[config.mk]
export PLATFORM = sky130hd
export DESIGN_NAME = cpu_csr_file
export DESIGN_NICKNAME = d
export VERILOG_FILES = /design/src/rtl/cpu_csr_pkg.sv /design/src/rtl/cpu_csr_counter.sv /design/src/rtl/cpu_csr_file.sv
export SDC_FILE = /design/constraint.sdc
export NUM_CORES = 2
export LEC_CHECK = 0
export BUFFER_PORTS_ARGS = -buffer_cell sky130_fd_sc_hd__clkbuf_2
export CAP_MARGIN = 20
export CORE_MARGIN = 5
export CORE_UTILIZATION = 25
export CTS_CLUSTER_SIZE = 40
export DETAILED_ROUTE_END_ITERATION = 6
export GPL_TIMING_DRIVEN = 0
export PLACE_DENSITY_LB_ADDON = 0.2
export SYNTH_ARGS = -nofsm -noshare
export SYNTH_HDL_FRONTEND = slang
export SYNTH_SLANG_ARGS = --single-unit
[constraint.sdc]
create_clock -name clk -period 5.61 [get_ports clk]
set_input_delay 1.122 -clock clk [delete_from_list [all_inputs] [get_ports clk]]
set_output_delay 1.122 -clock clk [all_outputs]
set_load 0.005 [all_outputs]
[src/rtl/cpu_csr_pkg.sv]
// Shared constants for the supervisor CSR file: addresses, op encodings,
// status/interrupt bit positions and the read-modify-write helper.
package cpu_csr_pkg;

    localparam logic [11:0] CSR_CYCLE      = 12'hC00;
    localparam logic [11:0] CSR_TIME       = 12'hC01;
    localparam logic [11:0] CSR_INSTRET    = 12'hC02;
    localparam logic [11:0] CSR_HPM_FIRST  = 12'hC03;
    localparam logic [11:0] CSR_CYCLEH     = 12'hC80;
    localparam logic [11:0] CSR_TIMEH      = 12'hC81;
    localparam logic [11:0] CSR_INSTRETH   = 12'hC82;
    localparam logic [11:0] CSR_SSTATUS    = 12'h100;
    localparam logic [11:0] CSR_SIE        = 12'h104;
    localparam logic [11:0] CSR_STVEC      = 12'h105;
    localparam logic [11:0] CSR_SCOUNTEREN = 12'h106;
    localparam logic [11:0] CSR_SSCRATCH   = 12'h140;
    localparam logic [11:0] CSR_SEPC       = 12'h141;
    localparam logic [11:0] CSR_SCAUSE     = 12'h142;
    localparam logic [11:0] CSR_STVAL      = 12'h143;
    localparam logic [11:0] CSR_SIP        = 12'h144;
    localparam logic [11:0] CSR_STIMECMP   = 12'h14D;
    localparam logic [11:0] CSR_STIMECMPH  = 12'h15D;

    typedef enum logic [1:0] {
        OP_NONE  = 2'b00,
        OP_WRITE = 2'b01,
        OP_SET   = 2'b10,
        OP_CLEAR = 2'b11
    } csr_op_e;

    localparam int SSTATUS_SIE  = 1;
    localparam int SSTATUS_SPIE = 5;
    localparam int SSTATUS_SPP  = 8;
    localparam int SIP_SSIP     = 1;
    localparam int SIP_STIP     = 5;
    localparam int SIP_SEIP     = 9;

    localparam logic [31:0] IRQ_CODE_SSI  = 32'd1;
    localparam logic [31:0] IRQ_CODE_STI  = 32'd5;
    localparam logic [31:0] IRQ_CODE_SEI  = 32'd9;
    localparam logic [31:0] IRQ_CAUSE_MSB = 32'h8000_0000;
    localparam logic [31:0] SIE_MASK      = 32'h0000_0222;

    localparam int SCEN_CY = 0;
    localparam int SCEN_TM = 1;
    localparam int SCEN_IR = 2;

    // New CSR value for a write/set/clear against the pre-op value.
    function automatic logic [31:0] csr_apply(input logic [1:0] op,
                                              input logic [31:0] old,
                                              input logic [31:0] operand);
        case (csr_op_e'(op))
            OP_WRITE: return operand;
            OP_SET:   return old | operand;
            OP_CLEAR: return old & ~operand;
            default:  return old;
        endcase
    endfunction

endpackage

[src/rtl/cpu_csr_counter.sv]
// Free-running wrap-around event counter with synchronous clear.
module cpu_csr_counter #(
    parameter int WIDTH = 64
) (
    input  logic             clk,
    input  logic             rst,
    input  logic             inc,
    output logic [WIDTH-1:0] value
);

    // Count one per enabled cycle, modulo 2^WIDTH.
    always_ff @(posedge clk) begin
        if (rst)      value <= '0;
        else if (inc) value <= value + WIDTH'(1);
    end

endmodule

[src/rtl/cpu_csr_file.sv]
// Supervisor CSR file: counters, trap entry/return state, interrupt
// pending/enable with stimecmp timer, and scounteren access gating.
module cpu_csr_file
    import cpu_csr_pkg::*;
#(
    parameter int CNT_WIDTH = 64,
    parameter int HPM_COUNT = 4,
    parameter int VECTORED  = 1
) (
    input  logic        clk,
    input  logic        rst,
    input  logic [11:0] addr,
    input  logic [1:0]  op,
    input  logic [31:0] wr_data,
    output logic [31:0] rd_data,
    output logic        access_ok,
    input  logic        inst_retire,
    input  logic        timer_tick,
    input  logic [(HPM_COUNT > 0 ? HPM_COUNT : 1)-1:0] hpm_event,
    input  logic        ext_irq,
    input  logic        trap,
    input  logic [31:0] trap_cause,
    input  logic [31:0] trap_pc,
    input  logic [31:0] trap_value,
    input  logic        trap_ret,
    output logic [31:0] handler_addr,
    output logic [31:0] return_addr,
    output logic        irq_pending,
    output logic [31:0] irq_cause,
    output logic        supervisor_mode
);

    localparam int HPM_W = (HPM_COUNT > 0) ? HPM_COUNT : 1;
    localparam logic [31:0] SCEN_MASK = 32'((64'd1 << (3 + HPM_COUNT)) - 64'd1);

    logic [CNT_WIDTH-1:0] cyc_val, time_val, ins_val;
    logic [CNT_WIDTH-1:0] hpm_val [HPM_W];
    logic                 tick_q;

    logic        sie_b, spie, spp;
    logic [31:0] sie_r, stvec, sscratch, sepc, scause, stval, scounteren;
    logic        ssip;
    logic [63:0] stimecmp;

    logic        stip;
    logic [31:0] sip_val, sstatus_val, nv, pend;
    logic        is_cnt, impl;
    logic [4:0]  cidx;
    logic [CNT_WIDTH-1:0] cval;
    logic [63:0] cnt_full;

    cpu_csr_counter #(.WIDTH(CNT_WIDTH)) u_cycle (
        .clk(clk), .rst(rst), .inc(1'b1), .value(cyc_val));
    cpu_csr_counter #(.WIDTH(CNT_WIDTH)) u_time (
        .clk(clk), .rst(rst), .inc(timer_tick & ~tick_q), .value(time_val));
    cpu_csr_counter #(.WIDTH(CNT_WIDTH)) u_instret (
        .clk(clk), .rst(rst), .inc(inst_retire), .value(ins_val));

    generate
        if (HPM_COUNT > 0) begin : g_hpm
            for (genvar i = 0; i < HPM_COUNT; i++) begin : g_cnt
                cpu_csr_counter #(.WIDTH(CNT_WIDTH)) u_hpm (
                    .clk(clk), .rst(rst), .inc(hpm_event[i]), .value(hpm_val[i]));
            end
        end else begin : g_no_hpm
            assign hpm_val[0] = '0;
        end
    endgenerate

    assign stip        = 64'(time_val) >= stimecmp;
    assign sip_val     = (32'(ext_irq) << SIP_SEIP) | (32'(stip) << SIP_STIP) |
                         (32'(ssip) << SIP_SSIP);
    assign sstatus_val = (32'(spp) << SSTATUS_SPP) | (32'(spie) << SSTATUS_SPIE) |
                         (32'(sie_b) << SSTATUS_SIE);
    assign return_addr = sepc;
    assign nv          = csr_apply(op, rd_data, wr_data);

    // Address decode, pre-op read value and access legality.
    always_comb begin
        rd_data  = '0;
        impl     = 1'b0;
        cval     = '0;
        cidx     = addr[4:0];
        is_cnt   = (addr[11:8] == 4'hC) && (addr[6:5] == 2'b00) &&
                   (int'(addr[4:0]) < 3 + HPM_COUNT);
        case (cidx)
            5'd0:    cval = cyc_val;
            5'd1:    cval = time_val;
            5'd2:    cval = ins_val;
            default: for (int i = 0; i < HPM_COUNT; i++)
                         if (cidx == 5'(3 + i)) cval = hpm_val[i];
        endcase
        cnt_full = 64'(cval);
        if (is_cnt) begin
            impl    = 1'b1;
            rd_data = addr[7] ? cnt_full[63:32] : cnt_full[31:0];
        end else begin
            impl = 1'b1;
            case (addr)
                CSR_SSTATUS:    rd_data = sstatus_val;
                CSR_SIE:        rd_data = sie_r;
                CSR_STVEC:      rd_data = stvec;
                CSR_SCOUNTEREN: rd_data = scounteren;
                CSR_SSCRATCH:   rd_data = sscratch;
                CSR_SEPC:       rd_data = sepc;
                CSR_SCAUSE:     rd_data = scause;
                CSR_STVAL:      rd_data = stval;
                CSR_SIP:        rd_data = sip_val;
                CSR_STIMECMP:   rd_data = stimecmp[31:0];
                CSR_STIMECMPH:  rd_data = stimecmp[63:32];
                default:        impl    = 1'b0;
            endcase
        end
        access_ok = impl;
        if (addr[9:8] == 2'b01 && !supervisor_mode)                 access_ok = 1'b0;
        if (op != OP_NONE && addr[11:10] == 2'b11)                  access_ok = 1'b0;
        if (is_cnt && !supervisor_mode && !scounteren[cidx])        access_ok = 1'b0;
    end

    // Trap target: vectored mode offsets interrupts by 4*cause code.
    always_comb begin
        handler_addr = {stvec[31:2], 2'b00};
        if (stvec[1:0] == 2'b01 && trap_cause[31])
            handler_addr = {stvec[31:2], 2'b00} + {25'd0, trap_cause[4:0], 2'b00};
    end

    // Enabled-interrupt request with fixed priority SEI > SSI > STI.
    always_comb begin
        pend        = sip_val & sie_r;
        irq_pending = (|pend) && (!supervisor_mode || sie_b);
        irq_cause   = '0;
        if      (pend[SIP_SEIP]) irq_cause = IRQ_CAUSE_MSB | IRQ_CODE_SEI;
        else if (pend[SIP_SSIP]) irq_cause = IRQ_CAUSE_MSB | IRQ_CODE_SSI;
        else if (pend[SIP_STIP]) irq_cause = IRQ_CAUSE_MSB | IRQ_CODE_STI;
    end

    // CSR writes, then trap entry / sret which override overlapping fields.
    always_ff @(posedge clk) begin
        if (rst) begin
            sie_b <= 1'b0; spie <= 1'b0; spp <= 1'b0;
            sie_r <= '0; ssip <= 1'b0; stvec <= '0; sscratch <= '0;
            sepc <= '0; scause <= '0; stval <= '0; scounteren <= '0;
            stimecmp <= '1; supervisor_mode <= 1'b1; tick_q <= 1'b0;
        end else begin
            tick_q <= timer_tick;
            if (op != OP_NONE && access_ok) begin
                case (addr)
                    CSR_SSTATUS: begin
                        sie_b <= nv[SSTATUS_SIE];
                        spie  <= nv[SSTATUS_SPIE];
                        spp   <= nv[SSTATUS_SPP];
                    end
                    CSR_SIE:        sie_r      <= nv & SIE_MASK;
                    CSR_STVEC:      stvec      <= {nv[31:2],
                                       (nv[1:0] == 2'b01 && VECTORED != 0) ? 2'b01 : 2'b00};
                    CSR_SCOUNTEREN: scounteren <= nv & SCEN_MASK;
                    CSR_SSCRATCH:   sscratch   <= nv;
                    CSR_SEPC:       sepc       <= {nv[31:1], 1'b0};
                    CSR_SCAUSE:     scause     <= nv;
                    CSR_STVAL:      stval      <= nv;
                    CSR_SIP:        ssip       <= nv[SIP_SSIP];
                    CSR_STIMECMP:   stimecmp[31:0]  <= nv;
                    CSR_STIMECMPH:  stimecmp[63:32] <= nv;
                    default: ;
                endcase
            end
            if (trap) begin
                sepc            <= {trap_pc[31:1], 1'b0};
                scause          <= trap_cause;
                stval           <= trap_value;
                spp             <= supervisor_mode;
                spie            <= sie_b;
                sie_b           <= 1'b0;
                supervisor_mode <= 1'b1;
            end else if (trap_ret) begin
                supervisor_mode <= spp;
                sie_b           <= spie;
                spie            <= 1'b1;
                spp             <= 1'b0;
            end
        end
    end

endmodule
==> metrics.csv <==
metric,value,unit
total via count after detailed routing,36800,
# placed instances,6650,
clock tree from TritonCTS,done,
hold crit path type,flip-flop to flip-flop,
Detail Placement HPWL,148000,microns
critical path class,primary input to primary output,
CP Capture Type,primary output,
cells along the critical path,clkbuf_2 > buf_4 > nand2b_2 > nor4_4 > buf_4 > buf_6 > a222oi_1 > nand4_1 > clkbuf_2,
"EDFF count, synth",0,
"leading cell type in the layout, fill and taps excluded",dfxtp_1,
largest net degree at the start of global routing,13,
cell family with most CP delay,compound AO/OA/AOI/OAI gates,
headroom to the max-slew limit,-6.25,%
Max Cap Viol,0,
#FFs+latches synth,686,
fill cell count,15500,
insertion delay of the later-clocked pin in the worst-skew pair,700,ps
vias per cell,5.40,
die area,152000,sq um
leakage power,0.0164,uW
PortBufs,245,
share of layout cells above drive strength 1,12.6,%
global router's overall resource usage,22.9,%
"commonest cells after routing, fill and taps aside","dfxtp_1 (686), nor2_1 (498), o21ai_0 (388)",
buffering stage count on the worst path with inverters included,5,
number of antenna violations at the first check in global routing,26,
number of iterations in the first detailed-routing pass,7,
data required time at the worst endpoint,4490,ps
total routed wirelength,183000,microns
number of levels the H-tree was split into,3,
status,"complete, but fails checks",
Peak VDD IR,209,uV
share of async-settable or async-resettable flops after synthesis,0,%
PnR Total Power,11100,uW
failing checks,"DRC, slew limit, setup timing",
vias in the first global route,33400,
data arrival time of the worst path,4680,ps
count of unresolved DRC violations after routing,4,
proportion of power drawn by flip-flops and latches,44.7,%
number of nets with antenna violations after routing,0,
number of max-slew violations in the final report,1,
Floorplan Core Area,143000,sq um
most frequently used flop master after synthesis,dfxtp_1,
endpoints failing setup,13,
Die H,390,microns
area grow syn2layout,18.7,%
unrepaired setup endpoints after global routing,no,
Post-Route Skew,30.6,ps
count of hold-fix buffers inserted at cts,0,
Netlist cell types,86,
final net count,5071,
critical-path cell with the highest stage delay,a222oi_1,
gp weighted congestion,1.04,
post-synthesis instance area,36100,sq um
clock network fraction of total power,47.6,%
Net Sw Frac,26.6,%
number of cells produced by synthesis,4460,
routed len/inst,26.9,microns
Power Internal,8190,uW
combinational share of power,7.7,%
deepest clock path buffer count,3,
Congestion Overflow GR,0,
power density of the placed cells,260,nW/um^2
post-synthesis sequential area ratio,38.1,%
post-route worst setup slack,-196,ps
sw power,2960,uW
post-route fraction of the period consumed by the critical path,103,%
Critical Path Source Type,primary input,
number of cells in the finished layout apart from fillers,6806,
clock tree root driver cell,clkbuf_16,
clock transition at the registers of the reported paths,50,ps
Post-Route Hold Slack,458,ps
initial core utilization,25.2,%
number of CTS-inserted buffers,81,
crit-path max FO,10,
die width,390,microns
synthesized area divided by synthesized cell count,8.09,sq um
number of warning messages in the yosys log,0,
placed cell area,39900,sq um
wire length of the first global-routing pass,253000,microns
Final Hold Vio Count,0,
# rows,139,
transition at the pin with the smallest max-transition slack,1590,ps
maximum frequency from static timing analysis,172,MHz
TritonCTS sink count,686,
Boundary Pins,284,
Detailed Route Iter0 Violations,4577,
crit-path max cell delay,1310,ps
final design instance area without fill,42800,sq um
Final Critical Period,5810,ps
[power groups by stage]
stage	Sequential (uW)	Combinational, uW	Clock, uW
final	4980	858	5310
after global routing	4980	881	5600
after CTS	4980	823	5400
after detailed placement	5080	810	0
after global placement	5080	800	0
after floorplan	5060	382	0
[final timing paths]
kind | start | endpoint | slack (ps) | cells after the start
hold reg to reg | sscratch[14] | sscratch[14] | 460 | 2
hold / removal | sscratch[14] | sscratch[14] | 460 | 2
setup / recovery | addr[1] | rd_data[17] | -200 | 9
setup reg to reg | u_time.value[0] | stvec[5] | 1110 | 12
[layout make-up]
type                    instances  area (sq um)  area share, %
repair buffers                268          1430           3.34
plain buffers                 300          1400           3.26
diodes                          7          17.5         0.0409
multi-input cells            3379         20900           48.7
well taps                    1903          2380           5.56
clock inverters                19           216          0.505
inverters                     125           469           1.10
flip-flops and latches        686         13700           32.1
clock buffers                 119          2340           5.47
[synthesized netlist by cell type, types with 46 or more instances]
cell	count	area, sq um
nand2_1	382	1430
or3_1	99	619
ha_1	76	951
inv_1	125	469
a21oi_1	331	1660
o21ai_0	391	1960
nand4_1	116	726
mux2_2	61	687
a222oi_1	52	521
o22ai_1	68	425
nand3_1	197	986
nor2_1	498	1870
and3_1	85	532
nor3_1	46	230
a22oi_1	101	758
xnor2_1	123	1080
buf_2	51	255
clkbuf_1	186	698
dfxtp_1	686	13700
xor2_1	256	2240
[what timing repair did]
| item | CTS | global route |
|---|---|---|
| setup endpoints to repair | 24 | 20 |
| setup buffers | 3 | 4 |
| gates resized for setup | 46 | 19 |
| pin swaps | 7 | 10 |
[flip-flops by register name, summed over array words and instances, names as in the netlist]
register	cells
u_instret.value	64
stimecmp	64
spp	1
spie	1
u_time.value	64
scause	32
sscratch	32
tick_q	1
g_hpm.g_cnt.u_hpm.value	256
u_cycle.value	64
sie_b	1
sie_r	3
stvec	31
return_addr	31
scounteren	7
ssip	1
supervisor_mode	1
stval	32
[kinds of logic after synthesis]
family                   Yosys count  synth area share [%]
adder cells (fa/ha/maj)           77                  2.69
AND/OR/NAND/NOR                 1609                  21.8
buffers and inverters            425                  5.05
other                              1                0.0104
XOR/XNOR                         379                  9.20
flip-flops                       686                  38.1
AO/OA/AOI/OAI                   1197                  20.6
multiplexers                      86                  2.63
[worst reg2reg max path: stages (launching register included)]
cell and delay (ps):
dfxtp_1 500, inv_1 120, ha_1 300, nand2b_1 150
a2111o_1 460, a31oi_1 180, o21ai_0 160, a211oi_1 490
a21boi_0 250, buf_4 230, or2_1 290, a221oi_4 970
o21ai_0 250
[through the flow]
stage / utilization [%] / TNS [ps] / setup WS [ps]
2_1_floorplan: - / 0 / 1490
3_3_place_gp: 27.7 / -48770 / -845
3_5_place_dp: 27.8 / -24700 / -773
4_1_cts: 29.8 / -0.508 / -0.508
5_1_grt: 29.8 / 0 / 4.74
6_report: 29.9 / -619 / -196
[layer usage]
layer | track usage (%) | part of all wire, % | vias up
met5 | 0 | 0.022 | -
met4 | 8.65 | 4.4 | 6
met3 | 5.06 | 9.3 | 335
met2 | 34.7 | 43 | 1712
met1 | 31.7 | 43 | 17900
li1 | - | - | 16800
Power figures use the tool's default switching activity.
